==> src/rtl/apo_packet_injector.sv <==
// rtl/apo_packet_injector.sv - circulant-NoC injection stage: request FIFO, link-idle gated in_free injection, counters.
// Optional starvation monitor enabled by defining STARVE_GUARD_EN.
module apo_packet_injector #(
  parameter int K            = 7,
  parameter int N2           = 15,
  parameter int NODE_COUNT   = 100,
  parameter int FIFO_DEPTH   = 4,
  parameter int GAP          = 0,
  parameter int STARVE_LIMIT = 16
) (
  input  logic                          clk,
  input  logic                          rst,
  input  logic [K-1:0]                  router_name,
  input  logic                          req_valid,
  input  logic [K-1:0]                  req_dest,
  output logic                          req_ready,
  input  logic [N2-1:0]                 link_r1R,
  input  logic [N2-1:0]                 link_r2R,
  input  logic [N2-1:0]                 link_r1L,
  input  logic [N2-1:0]                 link_r2L,
  input  logic                          delivered,
  output logic [N2-1:0]                 out_free,
  output logic [$clog2(FIFO_DEPTH):0]   fifo_level,
  output logic [15:0]                   inj_count,
  output logic [15:0]                   dlv_count,
  output logic [15:0]                   drop_count,
  output logic                          starve_flag
);

  localparam int AW = $clog2(FIFO_DEPTH);
  localparam int GW = (GAP > 1) ? $clog2(GAP) : 1;
  localparam logic [K:0] NODE_LIM = (K+1)'(NODE_COUNT);

  typedef enum logic [0:0] {S_IDLE, S_GAP} state_t;

  state_t          state;
  logic [GW-1:0]   gap_cnt;
  logic [K-1:0]    mem [FIFO_DEPTH];
  logic [AW:0]     wr_ptr;
  logic [AW:0]     rd_ptr;
  logic            full;
  logic            empty;
  logic            busy;
  logic            accept;
  logic            push;
  logic            inject;
  logic [K-1:0]    head;

  // router_name and the payload bits of the taps are observation-only here
  logic unused_bits;
  assign unused_bits = ^{router_name, link_r1R[N2-2:0], link_r2R[N2-2:0],
                         link_r1L[N2-2:0], link_r2L[N2-2:0]};

  assign full       = (wr_ptr[AW] != rd_ptr[AW]) && (wr_ptr[AW-1:0] == rd_ptr[AW-1:0]);
  assign empty      = (wr_ptr == rd_ptr);
  assign fifo_level = wr_ptr - rd_ptr;
  assign req_ready  = !full;
  assign accept     = req_valid && req_ready;
  assign push       = accept && ({1'b0, req_dest} < NODE_LIM);
  assign head       = mem[rd_ptr[AW-1:0]];

  // in_free outranks transit traffic in the router, so any live neighbour input blocks us
  assign busy   = link_r1R[N2-1] | link_r2R[N2-1] | link_r1L[N2-1] | link_r2L[N2-1];
  assign inject = (state == S_IDLE) && !empty && !busy;

  always_comb begin
    out_free = '0;
    if (inject) out_free = {1'b1, {(N2-1-K){1'b0}}, head};
  end

  always_ff @(posedge clk) begin
    if (push) mem[wr_ptr[AW-1:0]] <= req_dest;
  end

  always_ff @(posedge clk or posedge rst) begin
    if (rst) begin
      wr_ptr <= '0;
      rd_ptr <= '0;
    end else begin
      if (push)   wr_ptr <= wr_ptr + 1'b1;
      if (inject) rd_ptr <= rd_ptr + 1'b1;
    end
  end

  always_ff @(posedge clk or posedge rst) begin
    if (rst) begin
      state   <= S_IDLE;
      gap_cnt <= '0;
    end else begin
      case (state)
        S_IDLE: begin
          if (inject && (GAP > 0)) begin
            state   <= S_GAP;
            gap_cnt <= GW'(GAP - 1);
          end
        end
        S_GAP: begin
          if (gap_cnt == '0) state <= S_IDLE;
          else               gap_cnt <= gap_cnt - 1'b1;
        end
        default: state <= S_IDLE;
      endcase
    end
  end

  always_ff @(posedge clk or posedge rst) begin
    if (rst) begin
      inj_count  <= '0;
      dlv_count  <= '0;
      drop_count <= '0;
    end else begin
      if (inject && inj_count != 16'hFFFF)             inj_count  <= inj_count + 1'b1;
      if (delivered && dlv_count != 16'hFFFF)          dlv_count  <= dlv_count + 1'b1;
      if (accept && !push && drop_count != 16'hFFFF)   drop_count <= drop_count + 1'b1;
    end
  end

`ifdef STARVE_GUARD_EN
  localparam int SW = $clog2(STARVE_LIMIT + 1);
  logic [SW-1:0] starve_cnt;

  // counts consecutive blocked cycles with work pending; the flag is sticky until reset
  always_ff @(posedge clk or posedge rst) begin
    if (rst) begin
      starve_cnt  <= '0;
      starve_flag <= 1'b0;
    end else if (inject) begin
      starve_cnt <= '0;
    end else if ((state == S_IDLE) && !empty && busy) begin
      if (starve_cnt != SW'(STARVE_LIMIT)) starve_cnt <= starve_cnt + 1'b1;
      if (starve_cnt == SW'(STARVE_LIMIT - 1)) starve_flag <= 1'b1;
    end
  end
`else
  assign starve_flag = 1'b0;
`endif

endmodule

==> config.mk <==
export PLATFORM = sky130hd
export DESIGN_NAME = apo_packet_injector
export DESIGN_NICKNAME = d
export VERILOG_FILES = /design/src/rtl/apo_packet_injector.sv
export SDC_FILE = /design/constraint.sdc
export NUM_CORES = 1
export LEC_CHECK = 0
export CAP_MARGIN = 30
export CORE_ASPECT_RATIO = 1.1
export CORE_MARGIN = 3
export CORE_UTILIZATION = 45
export CTS_CLUSTER_DIAMETER = 50
export DETAILED_ROUTE_END_ITERATION = 16
export GPL_ROUTABILITY_DRIVEN = 0
export PLACE_DENSITY_LB_ADDON = 0.2
export SKIP_CTS_REPAIR_TIMING = 1
export SYNTH_ARGS = -nofsm -noshare
export SYNTH_HDL_FRONTEND = slang
export SYNTH_SLANG_ARGS = --single-unit
export TNS_END_PERCENT = 50
==> constraint.sdc <==
create_clock -name clk -period 4.1 [get_ports clk]
set_clock_uncertainty 0.05 [all_clocks]
set_input_delay 0.41 -clock clk [delete_from_list [all_inputs] [get_ports clk]]
set_output_delay 0.41 -clock clk [all_outputs]
set_load 0.005 [all_outputs]
==> results by group, run 1 <==
Synthesis
  – Yosys warning count: 0
  – EDFF count, synth: 28
  – Mapped Cells: 319
  – Synth Flop Type: dfrtp_1
  – Fraction of registers with async set/reset: 0.659
  – Post-synthesis sequential area ratio: 0.557
  – Post-synthesis cell area: 3930 µm²
  – Synthesized area per cell: 12.3 µm²
  – Post-synthesis register bit count: 82
  – Library cells used by synthesis: 43

Timing
  – Hold Violations, Final: 0
  – Worst Tran Pin Value: about 0.85 ns
  – Max frequency: 0.293 GHz
  – Max_slew headroom: 0.434
  – Fin crit period: roughly 3.4 ns
  – Fin. max-slew vios: 0
  – Setup TNS: 0 ns
  – RSZ-0062 raised after global routing: no
  – Setup Viol. Count Final: 0
  – Crit share post-route: 0.832

Drt
  – DRC: 0
  – DR vias/cell: a little over 5
  – First-pass DRT Iterations: 4
  – Avg WL per Cell: between 10 and 15 µm
  – Detailed Route WL: 7550 µm
  – Via Count: 2654
  – 1st-iter DRT viols: 87
  – ANT nets after route: 0

GRT
  – Vias in the first global route: about 2700
  – GRT Total Usage: 0.164
  – First-pass GRT wire length: 13000 µm
  – Initial antenna violation count: 0
  – Largest net degree at the start of global routing: 43
  – Grt total ovfl: 0

Finish
  – Final #Nets: between 400 and 500
  – Layout cells sized above 1: 0.0975
  – Antenna diode count: 0
  – Area growth from synthesis to layout: 25.2%

Power
  – Pwr Density: 498 nW/µm²
  – Tot Pwr: 2.45 mW
  – Pleak: 2.02 nW
  – Peak supply drop: 289 µV

Worst setup path
  – Reg2reg path depth: 3
  – Worst path buffer plus inverter count: 2
  – Stages on worst setup path: 6
  – Reg2Reg Setup Slack: 1.64 ns
  – R2r endpoint: mem[3][1]$_DFFE_PP_
  – Top delay family on crit path: buffers and inverters
  – Slowest CP cell: dfrtp_1
  – Startpoint Class: register
  – Setup crit start: rd_ptr[0]$_DFFE_PP0P_
  – CP endpoint: out_free[4]
  – Data required time of the worst path: 3.64 ns
  – Critical-path cell list: ha_1 -> nand2_1 -> o21ai_2 -> inv_1 -> and2_1 -> clkdlybuf4s50_1
  – WP data arrival: 2.95 ns
  – Worst Setup End Kind: output pin
  – CP Max Fanout: 12
  – Max stage delay on crit path: 0.59 ns
  – Kind of critical path: register to output pin
  – Worst R2R Start: rd_ptr[0]$_DFFE_PP0P_

Die
  – Die Area: 9900 µm²
  – Row cnt: 35
  – Core ar.: 8450 µm²
  – Io pins: 146
  – Die width: 95.1 µm
  – Die Height: 104 µm
  – Initial core utilization: 0.465

CTS
  – Skew-Pair Late Insertion Delay: 0.35 ns
  – Clk slew on worst S/H paths: 0.09 ns
  – H-tree levels: 3
  – Cts bufs inserted: 9
  – Sinks on the clock net: 82
  – CTS Buffer Depth: 2
  – CTS tree: yes
  – Root buffer cell: clkbuf_8

Placement
  – DPL Wire Length: around 5400 µm
  – PortBufs: 74

Run
  – Max cap viols: 0

Run status
  – Outcome: complete, no violations

Hold path
  – Worst hold path depth: 1
  – HP Class: register to register
flip-flops by register name, indices dropped and copies added (netlist names):
name	count
mem	28
dlv_count	16
inj_count	16
rd_ptr	3
wr_ptr	3
drop_count	16
layer usage:
metal  track usage  share of wire
met1         0.223           0.46
met2         0.263           0.49
met3        0.0384          0.037
met4        0.0464          0.012
met5             0              0
how the worst min path moves through the flow:
stage / start / slack, ns / endpoint
2_1_floorplan: drop_count[15]$_DFFE_PP0P_ / 0.43 / drop_count[15]$_DFFE_PP0P_
3_3_place_gp: inj_count[15]$_DFFE_PP0P_ / 0.43 / inj_count[15]$_DFFE_PP0P_
3_5_place_dp: drop_count[15]$_DFFE_PP0P_ / 0.44 / drop_count[15]$_DFFE_PP0P_
4_1_cts: drop_count[15]$_DFFE_PP0P_ / 0.45 / drop_count[15]$_DFFE_PP0P_
5_1_grt: drop_count[15]$_DFFE_PP0P_ / 0.47 / drop_count[15]$_DFFE_PP0P_
6_report: drop_count[15]$_DFFE_PP0P_ / 0.45 / drop_count[15]$_DFFE_PP0P_
placed cells by master, fill, tap and decap left out, types with 2 or more instances in the layout:
master / instances
inv_6: 3
clkinv_4: 2
nand4_1: 17
xor2_1: 28
and2_1: 11
nand3_1: 15
buf_4: 2
nor3b_1: 3
nor3_1: 18
mux4_2: 7
and3_1: 3
clkinvlp_4: 2
and4_1: 6
dfrtp_1: 54
clkbuf_8: 9
edfxtp_1: 28
o21ai_0: 6
conb_1: 8
ha_1: 10
inv_1: 10
nor2_1: 7
nor2b_1: 2
clkdlybuf4s50_1: 74
nand2_1: 20
mux2_2: 6
nor4_1: 15
xnor2_1: 16
kinds of logic after synthesis:
| family | after synthesis | share of synthesized area |
|---|---|---|
| compound gates | 15 | 0.0283 |
| xor+xnor | 45 | 0.102 |
| fa+ha+maj | 11 | 0.0369 |
| buf+inv | 29 | 0.0388 |
| flops | 82 | 0.557 |
| mux | 14 | 0.0601 |
| other cells | 1 | 0.000954 |
| simple gates | 122 | 0.175 |
per-stage QoR:
| stage | utilization | area, µm² | setup WS (ns) | std cells | hold WS (ns) |
|---|---|---|---|---|---|
| 2_1_floorplan | - | 3960 | 1.94 | 326 | 0.434 |
| 3_3_place_gp | 0.561 | 4740 | 1.05 | 495 | 0.434 |
| 3_5_place_dp | 0.561 | 4740 | 1.01 | 495 | 0.436 |
| 4_1_cts | 0.583 | 4920 | 0.627 | 511 | 0.452 |
| 5_1_grt | 0.583 | 4920 | 0.392 | 511 | 0.472 |
| 6_report | 0.583 | 4920 | 0.689 | 511 | 0.452 |
cell usage after synthesis, types with 5 or more instances:
library cell  count  share of area
dfrtp_1          54           0.34
edfxtp_1         28           0.21
xor2_1           28          0.062
nand2_1          20          0.019
nor3_1           18          0.023
nand4_1          17          0.027
xnor2_1          16          0.036
nand3_1          15          0.019
nor4_1           15          0.024
and2_1           11          0.018
inv_1            11          0.010
ha_1             10          0.032
buf_4             9          0.017
mux4_2            7          0.040
nor2_1            7         0.0067
and4_1            6          0.013
mux2_2            6          0.017
o21ai_0           6         0.0076
clkbuf_1          5         0.0048
power by group:
group	leakage (nW)	switching [mW]	internal, mW	total [mW]
clock	0.0868	0.315	0.228	0.543
sequential	0.963	0.169	1.00	1.17
combinational	0.973	0.300	0.438	0.738
layout make-up:
cell class                      instances  area (µm²)
Inverter                               11        41.3
Clock buffer                            9         124
Clock inverter                          7        58.8
Tap cell                              111         139
Timing Repair Buffer                   76         756
Multi-Input combinational cell        215        1610
Sequential cell                        82        2190
Fill cell                             708        3530
Power figures use the tool's default switching activity.
==> run 2: changes to the inputs <==
Clock period 4.1 ns to 3.55 ns, I/O delays scaled along.
==> results by group, run 2 (synthesis results as in run 1) <==
CTS
  – H-tree levels: 3 (unchanged)
  – CTS tree: yes (unchanged)
  – CTS Buffer Depth: 2 (unchanged)
  – Sinks on the clock net: 82 (unchanged)
  – Cts bufs inserted: 9 (unchanged)
  – Root buffer cell: clkbuf_8 (unchanged)
  – Skew-Pair Late Insertion Delay: 0.35 ns (about the same)
  – Clk slew on worst S/H paths: 0.09 ns (about the same)

Drt
  – Detailed Route WL: 7560 µm (was 7550 µm)
  – DR vias/cell: 5.19 (about the same)
  – DRC: 0 (unchanged)
  – Via Count: 2669 (was 2654)
  – Avg WL per Cell: 14.7 µm (was 14.8 µm)
  – 1st-iter DRT viols: 120 (was 87)
  – ANT nets after route: 0 (unchanged)
  – First-pass DRT Iterations: 4 (unchanged)

Die
  – Row cnt: 35 (unchanged)
  – Die Height: 104 µm (unchanged)
  – Io pins: 146 (unchanged)
  – Die Area: 9900 µm² (unchanged)
  – Die width: 95.1 µm (unchanged)
  – Core ar.: 8450 µm² (unchanged)
  – Initial core utilization: 0.465 (unchanged)

Worst setup path
  – Worst Setup End Kind: output pin (unchanged)
  – WP data arrival: 2.59 ns (was 2.95 ns)
  – Kind of critical path: register to output pin (unchanged)
  – Data required time of the worst path: 3.14 ns (was 3.64 ns)
  – Startpoint Class: register (unchanged)
  – CP Max Fanout: 11 (was 12)

Run status
  – Outcome: complete, no violations (unchanged)

Hold path
  – HP Class: input pin to async pin (was register to register)

GRT
  – GRT Total Usage: 0.166 (was 0.164)
  – Largest net degree at the start of global routing: 30 (was 43)
  – Initial antenna violation count: 0 (unchanged)
  – Grt total ovfl: 0 (unchanged)
  – Vias in the first global route: 2655 (was 2685)
  – First-pass GRT wire length: 13000 µm (about the same)

Power
  – Pwr Density: 574 nW/µm² (was 498 nW/µm²)
  – Pleak: 2.03 nW (was 2.02 nW)
  – Sw Share: 0.318 (was 0.320)
  – Internal power: 1.94 mW (was 1.67 mW)
  – Tot Pwr: 2.84 mW (was 2.45 mW)
  – Net Sw Power: 0.904 mW (was 0.784 mW)
  – Clock share of power: 0.219 (was 0.222)
  – Peak supply drop: 293 µV (was 289 µV)
  – Sequential cell fraction of total power: 0.467 (was 0.477)
  – Logic pwr share: 0.314 (was 0.301)

Finish
  – Commonest non-fill, non-tap cell in the layout: clkdlybuf4s50_1 (unchanged)
  – Finished Core Util: 0.585 (was 0.583)
  – Antenna diode count: 0 (unchanged)
  – Final #Nets: 487 (was 484)
  – Most frequent cells in the layout: clkdlybuf4s50_1, dfrtp_1, xor2_1, edfxtp_1, nand2_1 (unchanged)
  – Layout cells sized above 1: 0.104 (was 0.0975)
  – Area growth from synthesis to layout: 25.8% (was 25.2%)
  – Max reg flops: 28 (unchanged)

Run
  – Max cap viols: 0 (unchanged)

Timing
  – Max_slew headroom: 0.538 (was 0.434)
  – Fin. max-slew vios: 0 (unchanged)
  – RSZ-0062 raised after global routing: no (unchanged)
  – Setup Viol. Count Final: 0 (unchanged)
  – Hold Violations, Final: 0 (unchanged)
  – Setup TNS: 0 ns (unchanged)
  – Fin crit period: 2.99 ns
  – Max frequency: ~0.33 GHz
  – Hold Slack: 0.345 ns (was 0.452 ns)
  – Worst Tran Pin Value: 0.691 ns (was 0.848 ns)
  – Crit share post-route: 0.843

Placement
  – DPL Wire Length: 5440 µm (was 5370 µm)
  – PortBufs: 74 (unchanged)
run 2: cell count changes in the layout (fill, tap and decap cells not counted), sizes merged:
cell / before / now
buf: 2 / 5
clkinv: 2 / 1
clkinvlp: 2 / 3
run 2: power groups by stage:
stage | Sequential (mW) | Clock (mW) | Combinational [mW]
after floorplan | 1.31 | 0 | 0.513
after global placement | 1.34 | 0 | 0.889
after detailed placement | 1.35 | 0 | 0.908
after CTS | 1.33 | 0.651 | 0.913
after global routing | 1.36 | 0.687 | 1.00
final | 1.33 | 0.622 | 0.893
run 2: cell type report:
class | instances | area [µm²]
timing repair buffer | 79 | 778
multi-input combinational | 215 | 1610
inverter | 11 | 41.3
sequential | 82 | 2190
clock inverter | 7 | 60.1
clock buffer | 9 | 124
fill | 708 | 3500
tap | 111 | 139
run 2: critical path, cell delays in order (launching register included):
cell and delay [ns]:
dfrtp_1 0.62, inv_1 0.11, ha_1 0.33, nand2_1 0.15, o21ai_2 0.07, inv_1 0.26
and2_1 0.18, clkdlybuf4s50_1 0.51
run 2: worst paths after layout:
| path | start | endpoint | slack (ns) | depth (start not counted) |
|---|---|---|---|---|
| min in group clk | inj_count[3]$_DFFE_PP0P_ | inj_count[3]$_DFFE_PP0P_ | 0.46 | 1 |
| worst max-delay path | rd_ptr[1]$_DFFE_PP0P_ | out_free[4] | 0.56 | 7 |
| worst min-delay path | rst | drop_count[1]$_DFFE_PP0P_ | 0.34 | 2 |
| worst min register to register | inj_count[3]$_DFFE_PP0P_ | inj_count[3]$_DFFE_PP0P_ | 0.46 | 1 |
| max in group asynchronous | rst | rd_ptr[1]$_DFFE_PP0P_ | 2.48 | 3 |
| worst max register to register | rd_ptr[1]$_DFFE_PP0P_ | drop_count[1]$_DFFE_PP0P_ | 1.14 | 6 |
run 2: metal layers:
layer  track usage  part of all wire  vias up
li1              -                 -     1297
met5             0                 0        -
met4        0.0619             0.013        0
met2         0.267              0.50       58
met1         0.221              0.45     1306
met3        0.0311             0.043        8
run 2: stage by stage:
step	instance area [µm²]	setup slack [ns]	instances
5_1_grt	4950	0.393	514
6_report	4950	0.557	514
3_3_place_gp	4760	0.825	498
2_1_floorplan	3960	1.42	326
3_5_place_dp	4760	0.797	498
4_1_cts	4950	0.503	514
==> run 3: changes to the inputs <==
Clock period 3.55 ns to 3.1 ns, I/O delays scaled along.
==> results by group, run 3 (synthesis results as in run 1) <==
Run status
  – Outcome: complete, no violations (unchanged)

CTS
  – H-tree levels: 3 (unchanged)
  – CTS Buffer Depth: 2 (unchanged)
  – Root buffer cell: clkbuf_8 (unchanged)
  – CTS tree: yes (unchanged)
  – Clk slew on worst S/H paths: 0.09 ns (about the same)
  – Sinks on the clock net: 82 (unchanged)
  – Cts bufs inserted: 9 (unchanged)
  – Skew-Pair Late Insertion Delay: 0.34 ns (was 0.35 ns)

Finish
  – Commonest non-fill, non-tap cell in the layout: clkdlybuf4s50_1 (unchanged)
  – Layout cells sized above 1: 0.104 (unchanged)
  – Area growth from synthesis to layout: 26.4% (was 25.8%)
  – Max reg flops: 28 (unchanged)
  – Antenna diode count: 0 (unchanged)
  – Finished Core Util: 0.588 (was 0.585)
  – Most frequent cells in the layout: clkdlybuf4s50_1, dfrtp_1, xor2_1, edfxtp_1, nand2_1 (unchanged)
  – Cell area after layout: 4970 µm² (was 4950 µm²)
  – Final #Nets: 487 (unchanged)

Timing
  – Hold Violations, Final: 0 (unchanged)
  – Fin. max-slew vios: 0 (unchanged)
  – Max_slew headroom: 0.526 (was 0.538)
  – Setup Viol. Count Final: 0 (unchanged)
  – RSZ-0062 raised after global routing: no (unchanged)
  – Setup TNS: 0 ns (unchanged)
  – Fin crit period: between 2 and 3 ns
  – Max frequency: 0.357 GHz
  – Setup ws final: 0.296 ns (was 0.557 ns)
  – Worst Tran Pin Value: 0.704 ns (was 0.691 ns)
  – Crit share post-route: 0.904

Die
  – Row cnt: 35 (unchanged)
  – Die width: 95.1 µm (unchanged)
  – Die Area: 9900 µm² (unchanged)
  – Io pins: 146 (unchanged)
  – Initial core utilization: 0.465 (unchanged)
  – Core ar.: 8450 µm² (unchanged)
  – Die Height: 104 µm (unchanged)

Drt
  – ANT nets after route: 0 (unchanged)
  – Avg WL per Cell: 14.9 µm (was 14.7 µm)
  – Detailed Route WL: 7660 µm (was 7560 µm)
  – First-pass DRT Iterations: 4 (unchanged)
  – 1st-iter DRT viols: 113 (was 120)
  – DRC: 0 (unchanged)
  – Via Count: 2676 (was 2669)
  – DR vias/cell: 5.21 (was 5.19)

Worst setup path
  – Top delay family on crit path: buffers and inverters (unchanged)
  – Critical-path cell list: inv_1 -> ha_1 -> nand2_1 -> o21ai_2 -> inv_1 -> and2_1 -> clkdlybuf4s50_1 (unchanged)
  – Data required time of the worst path: 2.74 ns (was 3.14 ns)
  – Max stage delay on crit path: 0.51 ns (was 0.62 ns)
  – Slowest CP cell: clkdlybuf4s50_1 (was dfrtp_1)
  – Startpoint Class: register (unchanged)
  – Worst Setup End Kind: output pin (unchanged)
  – Kind of critical path: register to output pin (unchanged)
  – Most Frequent Cell on Critical Path: inv_1 (unchanged)
  – WP data arrival: 2.44 ns (was 2.59 ns)
  – CP Max Fanout: 11 (unchanged)
  – Worst path buffer plus inverter count: 3 (unchanged)

Placement
  – Placed Area: 4760 µm² (unchanged)
  – DPL Wire Length: 5480 µm (was 5440 µm)
  – PortBufs: 74 (unchanged)
  – Setup slack at placement: 0.423 ns (was 0.797 ns)

Power
  – Peak supply drop: 347 µV (was 293 µV)
  – Pwr Density: 675 nW/µm² (was 574 nW/µm²)
  – Pleak: 2.05 nW (was 2.03 nW)
  – Tot Pwr: 3.36 mW (was 2.84 mW)

GRT
  – First-pass GRT wire length: 13400 µm (was 13000 µm)
  – Largest net degree at the start of global routing: 55 (was 30)
  – Vias in the first global route: 2754 (was 2655)
  – Grt total ovfl: 0 (unchanged)
  – GRT Total Usage: 0.169 (was 0.166)
  – Initial antenna violation count: 0 (unchanged)

Hold path
  – HP Class: input pin to async pin (unchanged)

Run
  – Max cap viols: 0 (unchanged)
run 3: final timing paths:
kind	startpoint	end	slack [ns]	cells after the start
max	wr_ptr[0]$_DFFE_PP0P_	out_free[2]	0.30	7
min	rst	drop_count[3]$_DFFE_PP0P_	0.41	3
max reg2reg	wr_ptr[0]$_DFFE_PP0P_	drop_count[1]$_DFFE_PP0P_	0.80	6
min reg2reg	inj_count[15]$_DFFE_PP0P_	inj_count[15]$_DFFE_PP0P_	0.45	1
max in group asynchronous	rst	rd_ptr[1]$_DFFE_PP0P_	2.12	3
min in group clk	inj_count[15]$_DFFE_PP0P_	inj_count[15]$_DFFE_PP0P_	0.45	1
run 3: stage by stage:
| step | cells | hold WS, ns |
|---|---|---|
| after floorplan | 326 | 0.359 |
| after global placement | 498 | 0.433 |
| after detailed placement | 498 | 0.431 |
| after CTS | 514 | 0.434 |
| after global routing | 514 | 0.483 |
| final | 514 | 0.406 |
run 3: layer usage:
metal | global-route usage | up-vias | wire (µm)
met5 | 0 | - | 0
met4 | 0.0464 | 0 | 94
met3 | 0.0297 | 9 | 207
met2 | 0.277 | 49 | 3860
met1 | 0.230 | 1322 | 3500
li1 | - | 1296 | -
run 3: final cells by class:
| cell class | instances | area, µm² |
|---|---|---|
| tap | 111 | 139 |
| multi-input combinational | 215 | 1610 |
| clock buffer | 9 | 124 |
| fill | 697 | 3480 |
| sequential | 82 | 2190 |
| clock inverter | 7 | 81.3 |
| timing repair buffer | 79 | 778 |
| inverter | 11 | 41.3 |
run 3: where the power goes:
part	internal (mW)	total (mW)	switching, mW
clock	0.385	0.797	0.411
sequential	1.33	1.50	0.173
combinational	0.598	1.06	0.462
total	2.31	3.36	1.05
run 3: worst register-to-register path, cell delays in order, from the launching register on:
cell and delay [ns]:
dfrtp_1 0.39, inv_1 0.13, ha_1 0.39, nand2_1 0.13, o211ai_2 0.57, nor2_1 0.20
mux2_2 0.32
